File: src/rtl/rpn_pkg.sv
// Shared definitions for the RPN stack controller: default widths, opcodes and FSM states.
package rpn_pkg;

    localparam int DATA_W_DEF = 8;
    localparam int ADDR_W_DEF = 8;

    typedef enum logic [2:0] {
        OP_PUSH  = 3'b000,
        OP_POP   = 3'b001,
        OP_ADD   = 3'b010,
        OP_SUB   = 3'b011,
        OP_DUP   = 3'b100,
        OP_SWAP  = 3'b101,
        OP_CLEAR = 3'b110,
        OP_NOP   = 3'b111
    } op_e;

    typedef enum logic [2:0] {
        ST_IDLE = 3'd0,
        ST_WR   = 3'd1,
        ST_RD   = 3'd2,
        ST_EXEC = 3'd3,
        ST_DONE = 3'd4
    } state_e;

endpackage

File: src/rtl/rpn_alu.sv
// Combinational NOS op TOS arithmetic; results wrap modulo 2^DATA_W.
module rpn_alu #(
    parameter int DATA_W = rpn_pkg::DATA_W_DEF
) (
    input  logic [DATA_W-1:0] nos,
    input  logic [DATA_W-1:0] tos,
    input  logic              sub,
    output logic [DATA_W-1:0] result
);

    assign result = sub ? (nos - tos) : (nos + tos);

endmodule

File: src/rtl/rpn_stack_ctrl.sv
// RPN stack controller: TOS held in a register, lower entries in an external
// single-port RAM with one-cycle registered read.
//
// state | meaning
// IDLE  | cmd_ready high, waiting for a command
// WR    | RAM write (PUSH/DUP spill TOS to mem[sp], SWAP writes old TOS to mem[sp-1])
// RD    | RAM read address sp-1 presented
// EXEC  | mem_rdata valid: POP/ADD/SUB update TOS, SWAP latches NOS
// DONE  | single-cycle completion with no RAM access (errors, trivial ops)
module rpn_stack_ctrl
    import rpn_pkg::*;
#(
    parameter int DATA_W = DATA_W_DEF,
    parameter int ADDR_W = ADDR_W_DEF
) (
    input  logic              CLOCK_50,
    input  logic              RESET_N,
    input  logic              cmd_valid,
    input  logic [2:0]        cmd_op,
    input  logic [DATA_W-1:0] cmd_data,
    output logic              cmd_ready,
    output logic              done,
    output logic              err_ovf,
    output logic              err_unf,
    output logic              err_sticky,
    output logic [DATA_W-1:0] tos,
    output logic [ADDR_W:0]   depth,
    output logic [ADDR_W-1:0] mem_addr,
    output logic [DATA_W-1:0] mem_wdata,
    output logic              mem_we,
    input  logic [DATA_W-1:0] mem_rdata
);

    localparam logic [ADDR_W:0] DEPTH_FULL = {1'b1, {ADDR_W{1'b0}}};

    state_e            state_q, state_d;
    op_e               op_q;
    op_e               op_in;
    logic [DATA_W-1:0] data_q;
    logic [DATA_W-1:0] tos_q;
    logic [DATA_W-1:0] nos_q;
    logic [ADDR_W:0]   depth_q;
    logic              eovf_q, eunf_q, sticky_q;
    logic              ovf_chk, unf_chk;
    logic [ADDR_W-1:0] sp;
    logic [DATA_W-1:0] alu_y;
    logic              accept;

    assign op_in  = op_e'(cmd_op);
    assign sp     = depth_q[ADDR_W-1:0] - ADDR_W'(1);
    assign accept = cmd_valid && (state_q == ST_IDLE);

    always_comb begin
        ovf_chk = 1'b0;
        unf_chk = 1'b0;
        case (op_in)
            OP_PUSH:         ovf_chk = (depth_q == DEPTH_FULL);
            OP_DUP: begin
                ovf_chk = (depth_q == DEPTH_FULL);
                unf_chk = (depth_q == '0);
            end
            OP_POP:          unf_chk = (depth_q == '0);
            OP_ADD, OP_SUB,
            OP_SWAP:         unf_chk = (depth_q < (ADDR_W+1)'(2));
            default: begin
                ovf_chk = 1'b0;
                unf_chk = 1'b0;
            end
        endcase
    end

    always_comb begin
        state_d = state_q;
        case (state_q)
            ST_IDLE: begin
                if (cmd_valid) begin
                    if (ovf_chk || unf_chk) begin
                        state_d = ST_DONE;
                    end else begin
                        case (op_in)
                            OP_PUSH: state_d = (depth_q == '0) ? ST_DONE : ST_WR;
                            OP_POP:  state_d = (depth_q == (ADDR_W+1)'(1)) ? ST_DONE : ST_RD;
                            OP_ADD, OP_SUB, OP_SWAP: state_d = ST_RD;
                            OP_DUP:  state_d = ST_WR;
                            default: state_d = ST_DONE;
                        endcase
                    end
                end
            end
            ST_RD:   state_d = ST_EXEC;
            ST_EXEC: state_d = (op_q == OP_SWAP) ? ST_WR : ST_IDLE;
            ST_WR:   state_d = ST_IDLE;
            ST_DONE: state_d = ST_IDLE;
            default: state_d = ST_IDLE;
        endcase
    end

    always_ff @(posedge CLOCK_50 or negedge RESET_N) begin
        if (!RESET_N) begin
            state_q <= ST_IDLE;
        end else begin
            state_q <= state_d;
        end
    end

    rpn_alu #(.DATA_W(DATA_W)) u_alu (
        .nos    (mem_rdata),
        .tos    (tos_q),
        .sub    (op_q == OP_SUB),
        .result (alu_y)
    );

    // Stack state commits on the final cycle of each command so an aborted
    // command leaves nothing half-applied.
    always_ff @(posedge CLOCK_50 or negedge RESET_N) begin
        if (!RESET_N) begin
            op_q     <= OP_NOP;
            data_q   <= '0;
            eovf_q   <= 1'b0;
            eunf_q   <= 1'b0;
            tos_q    <= '0;
            nos_q    <= '0;
            depth_q  <= '0;
            sticky_q <= 1'b0;
        end else begin
            case (state_q)
                ST_IDLE: begin
                    if (accept) begin
                        op_q   <= op_in;
                        data_q <= cmd_data;
                        eovf_q <= ovf_chk;
                        eunf_q <= unf_chk;
                    end
                end
                ST_DONE: begin
                    if (eovf_q || eunf_q) begin
                        sticky_q <= 1'b1;
                    end else begin
                        case (op_q)
                            OP_PUSH: begin
                                tos_q   <= data_q;
                                depth_q <= (ADDR_W+1)'(1);
                            end
                            OP_POP: begin
                                tos_q   <= '0;
                                depth_q <= '0;
                            end
                            OP_CLEAR: begin
                                tos_q    <= '0;
                                depth_q  <= '0;
                                sticky_q <= 1'b0;
                            end
                            default: ;
                        endcase
                    end
                end
                ST_EXEC: begin
                    case (op_q)
                        OP_POP: begin
                            tos_q   <= mem_rdata;
                            depth_q <= depth_q - (ADDR_W+1)'(1);
                        end
                        OP_ADD, OP_SUB: begin
                            tos_q   <= alu_y;
                            depth_q <= depth_q - (ADDR_W+1)'(1);
                        end
                        OP_SWAP: nos_q <= mem_rdata;
                        default: ;
                    endcase
                end
                ST_WR: begin
                    case (op_q)
                        OP_PUSH: begin
                            tos_q   <= data_q;
                            depth_q <= depth_q + (ADDR_W+1)'(1);
                        end
                        OP_DUP:  depth_q <= depth_q + (ADDR_W+1)'(1);
                        OP_SWAP: tos_q <= nos_q;
                        default: ;
                    endcase
                end
                default: ;
            endcase
        end
    end

    always_comb begin
        cmd_ready = (state_q == ST_IDLE);
        done      = (state_q == ST_DONE) || (state_q == ST_WR) ||
                    ((state_q == ST_EXEC) && (op_q != OP_SWAP));
        err_ovf   = (state_q == ST_DONE) && eovf_q;
        err_unf   = (state_q == ST_DONE) && eunf_q;
        mem_we    = (state_q == ST_WR);
        mem_wdata = tos_q;
        // SWAP writes back into the NOS slot; PUSH/DUP spill into the free slot.
        mem_addr  = ((state_q == ST_WR) && (op_q != OP_SWAP)) ? sp : (sp - ADDR_W'(1));
    end

    assign tos        = tos_q;
    assign depth      = depth_q;
    assign err_sticky = sticky_q;

endmodule

File: config.mk
export PLATFORM = sky130hd
export DESIGN_NAME = rpn_stack_ctrl
export DESIGN_NICKNAME = d
export VERILOG_FILES = /design/src/rtl/rpn_pkg.sv /design/src/rtl/rpn_alu.sv /design/src/rtl/rpn_stack_ctrl.sv
export SDC_FILE = /design/constraint.sdc
export NUM_CORES = 1
export LEC_CHECK = 0
export ABC_AREA = 1
export ABC_CLOCK_PERIOD_IN_PS = 4800
export CAP_MARGIN = 20
export CORE_MARGIN = 10
export CORE_UTILIZATION = 42
export CTS_CLUSTER_DIAMETER = 80
export DETAILED_ROUTE_END_ITERATION = 8
export GPL_ROUTABILITY_DRIVEN = 0
export PLACE_DENSITY = 0.67
export SETUP_SLACK_MARGIN = 0.2
export SLEW_MARGIN = 25
export SYNTH_ARGS = -nofsm -noshare
export SYNTH_HDL_FRONTEND = slang
export SYNTH_SLANG_ARGS = --single-unit
File: constraint.sdc
create_clock -name CLOCK_50 -period 4.8 [get_ports CLOCK_50]
set_input_delay 1.2 -clock CLOCK_50 [delete_from_list [all_inputs] [get_ports CLOCK_50]]
set_output_delay 1.2 -clock CLOCK_50 [all_outputs]
set_load 0.05 [all_outputs]
==> results.toml, run 1 <==
[sta]
finalSetupViolations = 0
fmax_ghz = 0.2321
grt_setup_unrepaired = "no"
fin_crit_ps = 4308
skew_ps = 6.842
fin_crit_sh_pct = 89.76
finalSetupTns_ps = 0
final_max_slew_viol_count = 0
worst_pin_slew_ps = 744.5
hold_violations = 0
slew_headroom_pct = 50.25

[clock_tree]
holdBufCountCts = 0
ctsResizeCount = 0
cts_sinks = 42
post_cts_buffers = 0
cts_max_level = 2
clockBufferDepth = 2
path_clk_slew_ps = 80
cts_tree = "yes"
clock_latency_ps = 290
cts-root-buf = "clkbuf_8"
cts_inserted_buffers = 5

[synth]
synthArstFlopShare_pct = 100.0
ys_seq_elements = 42
synth_cells = 431
synth_area_per_cell_um2 = 7.350
synth-edff-count = 0
yosysSeqAreaShare_pct = 33.29
yosysWarnings = 0
syn_area_um2 = 3168
synth_cell_types = 41
ys.flop_type = "dfrtp_1"
syn-num-nets = 467

[global_routing]
grt_pass1_vias = 2887
grt_overflow = 0
antenna_found_initial = 0
use_met3_pct = 3.713
groute.usage.overall_pct = 14.17
grt_pass1_wl_mm = 13.57
grt_max_degree = 43
grt_busiest_layer = "met2"
grt.met2_usage_pct = 25.24
grt_util_met1_pct = 16.38

[floorplanning]
die_area_um2 = 11420
io_pins = 61
start_util_pct = 43.45
fp.dieW_um = 106.9
core-area_um2 = 7292
rows = 31
fp.dieH_um = 106.9

[worst_setup_path]
rrSetupSlack_ps = 2220
crit_path_start_kind = "flip-flop"
cp.required_ps = 3600
end_kind = "output pin"
cp.arrival_ps = 3110
cp_slowest_cell = "clkdlybuf4s50_1"
critPathMostFrequentCell = "xnor2_1"
worst-path-max-fanout = 9
crit_type = "flip-flop to output pin"
cp_cell_sequence = "inv_1 > ha_1 > xnor2_1 > nand4_1 > nor2_1 > and3_1 > nand2_1 > xnor2_1 > clkdlybuf4s50_1"
critical_path.max_stage_delay_ps = 820

[drt]
vias = 2962
remaining_drc_errors = 0
firstDrtPassIters = 4
dr.first_iter.drc_count = 118
antenna_left = 0
finalWirelength_mm = 8.026
via_per_inst = 5.081
wl_per_cell_um = 13.77

[final_layout]
syn_to_final_growth_pct = 22.39
multi_input_area_um2 = 1765
drive_gt1_share_pct = 8.058
seq_area_um2 = 1055
nFillCells = 748
num-nets-final = 519
diodes = 0

[placed_design]
dp_hpwl_mm = 6.411
port_buffers = 60

[job]
max_cap_violations = 0

[outcome]
status = "finished clean"

[hold_path]
hp-class = "flip-flop to flip-flop"
-- state kept, by name, summed over array words and instances, names as in the netlist --
register	cells
nos_q	8
depth	9
eovf_q	1
op_q	3
mem_wdata	8
state_q	3
eunf_q	1
data_q	8
err_sticky	1
-- worst max-delay path, delay by kind of cell (launching register included) --
family                   cells  cell delay [ps]
buffers and inverters        2             1010
AND/OR/NAND/NOR              4              610
flip-flops                   1              510
XOR/XNOR                     2              410
adder cells (fa/ha/maj)      1              270
-- cell usage after synthesis, types with 3 or more instances --
cell type  instances  share of area [%]
a21oi_1           20                3.2
ha_1              13                5.1
dfrtp_1           39                 31
a31oi_1            3               0.59
xor2_1            12                3.3
xnor2_1            9                2.5
o211ai_1           4               0.95
a22oi_1            4               0.95
buf_4              8                1.9
inv_1             60                7.1
inv_2              3               0.36
nor2_1            47                5.6
nand3_1           31                4.9
buf_2              5               0.79
o21bai_1           3               0.71
o21ai_0           35                5.5
nand2_2            3               0.59
nor3_1             7                1.1
nand4_1            7                1.4
mux2_2            10                3.6
nand2_1           81                9.6
dfstp_2            3                2.5
-- cells by family after synthesis --
logic type,after synthesis,share of synthesized area (%)
multiplexers,10,3.555
buffers and inverters,79,10.98
flip-flops,42,33.29
AND/OR/NAND/NOR,187,26.54
AO/OA/AOI/OAI,78,14.06
adder cells (fa/ha/maj),14,5.766
XOR/XNOR,21,5.806
-- per-stage QoR --
step | setup slack (ps) | utilization [%] | std cells | hold WS [ps] | area, um2
3_3_place_gp | 872.6 | 51.89 | 575 | 472.6 | 3784
4_1_cts | 486.3 | 53.14 | 583 | 495.8 | 3875
5_1_grt | 301.6 | 53.17 | 583 | 528.1 | 3877
3_5_place_dp | 817.2 | 51.89 | 575 | 475.8 | 3784
6_report | 491.7 | 53.17 | 583 | 494.3 | 3877
2_1_floorplan | 790.2 | - | 431 | 453.4 | 3168
-- cell usage in the layout (no fill, tap or decap), types with 9 or more instances in the layout --
cell | synthesis | routed
xnor2_1 | 9 | 9
dfrtp_1 | 39 | 39
o21ai_0 | 35 | 35
nand2_1 | 81 | 81
xor2_1 | 12 | 12
clkdlybuf4s50_1 | 0 | 59
nor2_1 | 47 | 47
nand3_1 | 31 | 31
inv_1 | 60 | 60
ha_1 | 13 | 13
mux2_2 | 10 | 10
a21oi_1 | 20 | 20
-- layer usage --
metal  up-vias  routed length [um]
met4         0                 127
met1      1371                3488
met2        78                3918
li1       1502                   -
met5         -                   0
met3        11                 492
-- area by class of cell --
| class | instances | share of cell area (%) |
|---|---|---|
| multi-input cells | 310 | 45.53 |
| flip-flops and latches | 42 | 27.20 |
| repair buffers | 61 | 15.62 |
| inverters | 63 | 6.099 |
| well taps | 99 | 3.195 |
| clock buffers | 7 | 2.227 |
| clock inverters | 1 | 0.1291 |
-- final timing paths --
path / end / cells after the start / startpoint
min in group asynchronous: eovf_q / 1 / RESET_N
max: mem_addr[7] / 9 / depth[0]
min reg2reg: nos_q[7] / 2 / nos_q[7]
max in group asynchronous: nos_q[5] / 1 / RESET_N
max reg2reg: mem_wdata[7] / 18 / mem_wdata[0]
min: nos_q[7] / 2 / nos_q[7]
Power of run 1 is not shown: default switching activity piles up to over one toggle a cycle in this logic, so the estimate is an artifact.
==> run 2, diff against run 1 <==
Settings changed: MAX_ROUTING_LAYER set to met4.
==> results.toml, run 2 (synthesis gave the netlist of run 1 again) <==
[drt]
firstDrtPassIters = 4
wl_per_cell_um = 13.77
vias = 2962
via_per_inst = 5.081
remaining_drc_errors = 0
dr.first_iter.drc_count = 121
finalWirelength_mm = 8.026
antenna_left = 0

[global_routing]
grt_pass1_vias = 2888
grt_util_met1_pct = 16.74
grt_busiest_layer = "met2"
grt.met2_usage_pct = 25.24
groute.usage.overall_pct = 14.58
grt_max_degree = 43
use_met3_pct = 3.114
grt_overflow = 0
grt_pass1_wl_mm = 13.56
antenna_found_initial = 0

[clock_tree]
clock_latency_ps = 290
ctsResizeCount = 0
cts_tree = "yes"
cts_inserted_buffers = 5
cts-root-buf = "clkbuf_8"
path_clk_slew_ps = 80
cts_max_level = 2
post_cts_buffers = 0
clockBufferDepth = 2
cts_sinks = 42
holdBufCountCts = 0

[final_layout]
syn_to_final_growth_pct = 22.39
final_common_cell = "nand2_1"
fin_cells = 583
drive_gt1_share_pct = 8.058
final_cell_mix = "nand2_1, inv_1, clkdlybuf4s50_1, nor2_1, dfrtp_1"
nFillCells = 748
utilization_pct = 53.17
largest_reg_flops = 9
finish.instance_area_um2 = 3877
num-nets-final = 519
diodes = 0

[sta]
slew_headroom_pct = 50.39
grt_setup_unrepaired = "no"
finalSetupTns_ps = 0
worst_pin_slew_ps = 742.3
finalSetupViolations = 0
fin_crit_sh_pct = 89.76
skew_ps = 6.775
fmax_ghz = 0.2321
hold_violations = 0
fin_crit_ps = 4309
final_max_slew_viol_count = 0

[floorplanning]
rows = 31
die_area_um2 = 11420
fp.dieH_um = 106.9
core-area_um2 = 7292
io_pins = 61
start_util_pct = 43.45
fp.dieW_um = 106.9

[job]
max_cap_violations = 0

[outcome]
status = "finished clean"

[worst_setup_path]
end_kind = "output pin"
crit_type = "flip-flop to output pin"
crit_path_start_kind = "flip-flop"
cp_slowest_cell = "clkdlybuf4s50_1"
rrSetupSlack_ps = 2220
critical_path.max_stage_delay_ps = 820
worst-path-max-fanout = 9
cp_cell_sequence = "inv_1 > ha_1 > xnor2_1 > nand4_1 > nor2_1 > and3_1 > nand2_1 > xnor2_1 > clkdlybuf4s50_1"
cp.required_ps = 3600
critPathMostFrequentCell = "xnor2_1"
cp.arrival_ps = 3110

[placed_design]
port_buffers = 60
place_area_um2 = 3784
dp_hpwl_mm = 6.411
dpl.cell_count = 575

[hold_path]
hp-class = "flip-flop to flip-flop"
run 2: cell counts in the layout (fill, tap and decap cells not counted):
No cell type changed its count.
run 2: critical path, delay by kind of cell, from the launching register on:
family,cells,cell delay [ps]
XOR/XNOR,2,410
flip-flops,1,510
AND/OR/NAND/NOR,4,610
adder cells (fa/ha/maj),1,270
buffers and inverters,2,1010
run 2: final timing paths:
| path | startpoint | end | cells past startpoint |
|---|---|---|---|
| hold reg to reg | nos_q[7] | nos_q[7] | 2 |
| min in group asynchronous | RESET_N | eovf_q | 1 |
| setup reg to reg | mem_wdata[0] | mem_wdata[7] | 18 |
| setup / recovery | depth[0] | mem_addr[7] | 9 |
| hold / removal | nos_q[7] | nos_q[7] | 2 |
| max in group asynchronous | RESET_N | nos_q[5] | 1 |
run 2: cell type report:
cell class	instances	area (um2)	area share, %
Clock buffer	7	86.33	2.227
Clock inverter	1	5.005	0.1291
Inverter	63	236.5	6.099
Multi-Input combinational cell	310	1765	45.53
Sequential cell	42	1055	27.20
Tap cell	99	123.9	3.195
Timing Repair Buffer	61	605.6	15.62
run 2: routing by layer:
metal | up-vias | wire [um] | share of wire (%)
met5 | - | 0 | 0
met1 | 1369 | 3558 | 44
li1 | 1502 | - | -
met2 | 80 | 3917 | 49
met4 | 0 | 126 | 1.6
met3 | 11 | 424 | 5.3
run 2: stage by stage:
stage / worst slack, ps / hold slack, ps
detailed placement: 817.2 / 475.8
finish: 491.5 / 494.3
floorplan: 790.2 / 453.4
global placement: 872.6 / 472.6
CTS: 486.3 / 495.8
global route: 301.6 / 528.1
Power of run 2 is left out for the same reason.
==> run 3, diff against run 2 <==
Settings changed: CTS_CLUSTER_SIZE set to 12, MAX_ROUTING_LAYER met4 to unset, PLACE_DENSITY 0.67 to unset, PLACE_DENSITY_LB_ADDON set to 0.3.
==> results.toml, run 3 (synthesis gave the netlist of run 1 again) <==
[outcome]
status = "finished clean"

[sta]
finalSetupViolations = 0
skew_ps = 5.811
fin_crit_ps = 4405
fmax_ghz = 0.2270
fin_crit_sh_pct = 91.78
slew_headroom_pct = 49.55
timing.final.ws_setup_ps = 394.8
final_max_slew_viol_count = 0
finalSetupTns_ps = 0
hold_violations = 0
grt_setup_unrepaired = "no"
worst_pin_slew_ps = 754.9

[global_routing]
grt_busiest_layer = "met2"
grt_max_degree = 43
grt_util_met1_pct = 15.85
antenna_found_initial = 0
grt.met2_usage_pct = 25.37
grt_pass1_vias = 3012
use_met3_pct = 4.311
groute.usage.overall_pct = 14.24
grt_pass1_wl_mm = 13.66
grt_overflow = 0

[worst_setup_path]
critPathMostFrequentCell = "xnor2_1"
cp_slowest_cell = "clkdlybuf4s50_1"
worst-path-max-fanout = 9
path_buf_inv = 2
crit-reg2reg-launch = "mem_wdata[0]"
critPathCapture = "mem_addr[7]"
end_kind = "output pin"
crit_path_start_kind = "flip-flop"
rr_worst_depth = 18
critical_path.max_stage_delay_ps = 820
cp_cell_sequence = "inv_1 > ha_1 > xnor2_1 > nand4_1 > nor2_1 > and3_1 > nand2_1 > xnor2_1 > clkdlybuf4s50_1"
cp.required_ps = 3600
crit_family = "buffers and inverters"
crit_type = "flip-flop to output pin"
worstReg2RegEnd = "mem_wdata[7]"
crit_start = "depth[0]"
rrSetupSlack_ps = 2190
cp.arrival_ps = 3210
cp.depth = 9

[final_layout]
drive_gt1_share_pct = 8.264
largest_reg_flops = 9
utilization_pct = 53.88
finish.instance_area_um2 = 3929
final_common_cell = "nand2_1"
diodes = 0
nFillCells = 746
num-nets-final = 519
final_cell_mix = "nand2_1, inv_1, clkdlybuf4s50_1, nor2_1, dfrtp_1"
seq_area_um2 = 1055
multi_input_area_um2 = 1765
syn_to_final_growth_pct = 24.01

[clock_tree]
clock_latency_ps = 290
cts_max_level = 2
cts_tree = "yes"
ctsResizeCount = 0
path_clk_slew_ps = 80
cts-root-buf = "clkbuf_8"
cts_inserted_buffers = 5
post_cts_buffers = 0
holdBufCountCts = 0
clockBufferDepth = 2
cts_sinks = 42

[placed_design]
dp_hpwl_mm = 6.285
preCtsSetupSlack_ps = 753.2
place_area_um2 = 3784
port_buffers = 60

[drt]
wl_per_cell_um = 13.72
antenna_left = 0
vias = 2997
dr.first_iter.drc_count = 101
remaining_drc_errors = 0
finalWirelength_mm = 7.998
via_per_inst = 5.141
firstDrtPassIters = 4

[floorplanning]
rows = 31
start_util_pct = 43.45
core-area_um2 = 7292
io_pins = 61
die_area_um2 = 11420
fp.dieH_um = 106.9
fp.dieW_um = 106.9

[job]
max_cap_violations = 0

[hold_path]
hp-class = "flip-flop to flip-flop"
run 3: cell type report:
cell class,instances,area share [%]
Multi-Input combinational cell,310,44.94
Sequential cell,42,26.85
Timing Repair Buffer,61,15.41
Inverter,63,6.019
Tap cell,99,3.153
Clock buffer,6,2.102
Clock inverter,2,1.529
run 3: metal layers:
layer	up-vias	share of wire, %
met5	-	0
met4	0	1.3
met3	13	6.5
met2	82	49
met1	1397	44
li1	1505	-
run 3: how the worst min path moves through the flow:
| stage | slack, ps | from | depth (start not counted) | to |
|---|---|---|---|---|
| finish | 490 | nos_q[0] | 2 | nos_q[0] |
| global route | 530 | nos_q[3] | 1 | nos_q[3] |
| CTS | 500 | nos_q[0] | 2 | nos_q[0] |
| detailed placement | 480 | nos_q[0] | 2 | nos_q[0] |
| global placement | 470 | nos_q[5] | 2 | nos_q[5] |
| floorplan | 450 | nos_q[7] | 2 | nos_q[7] |
run 3: tightest hold or removal path, cell delays in order, from the launching register on:
cell and delay, ps:
dfrtp_1 350, nand2_1 50, o21ai_0 60
run 3: stage by stage:
step,hold WS (ps),instances
finish,492.5,583
global route,531.7,583
CTS,500.5,583
detailed placement,480.8,575
global placement,474.3,575
floorplan,453.4,431
Power of run 3 is left out for the same reason.
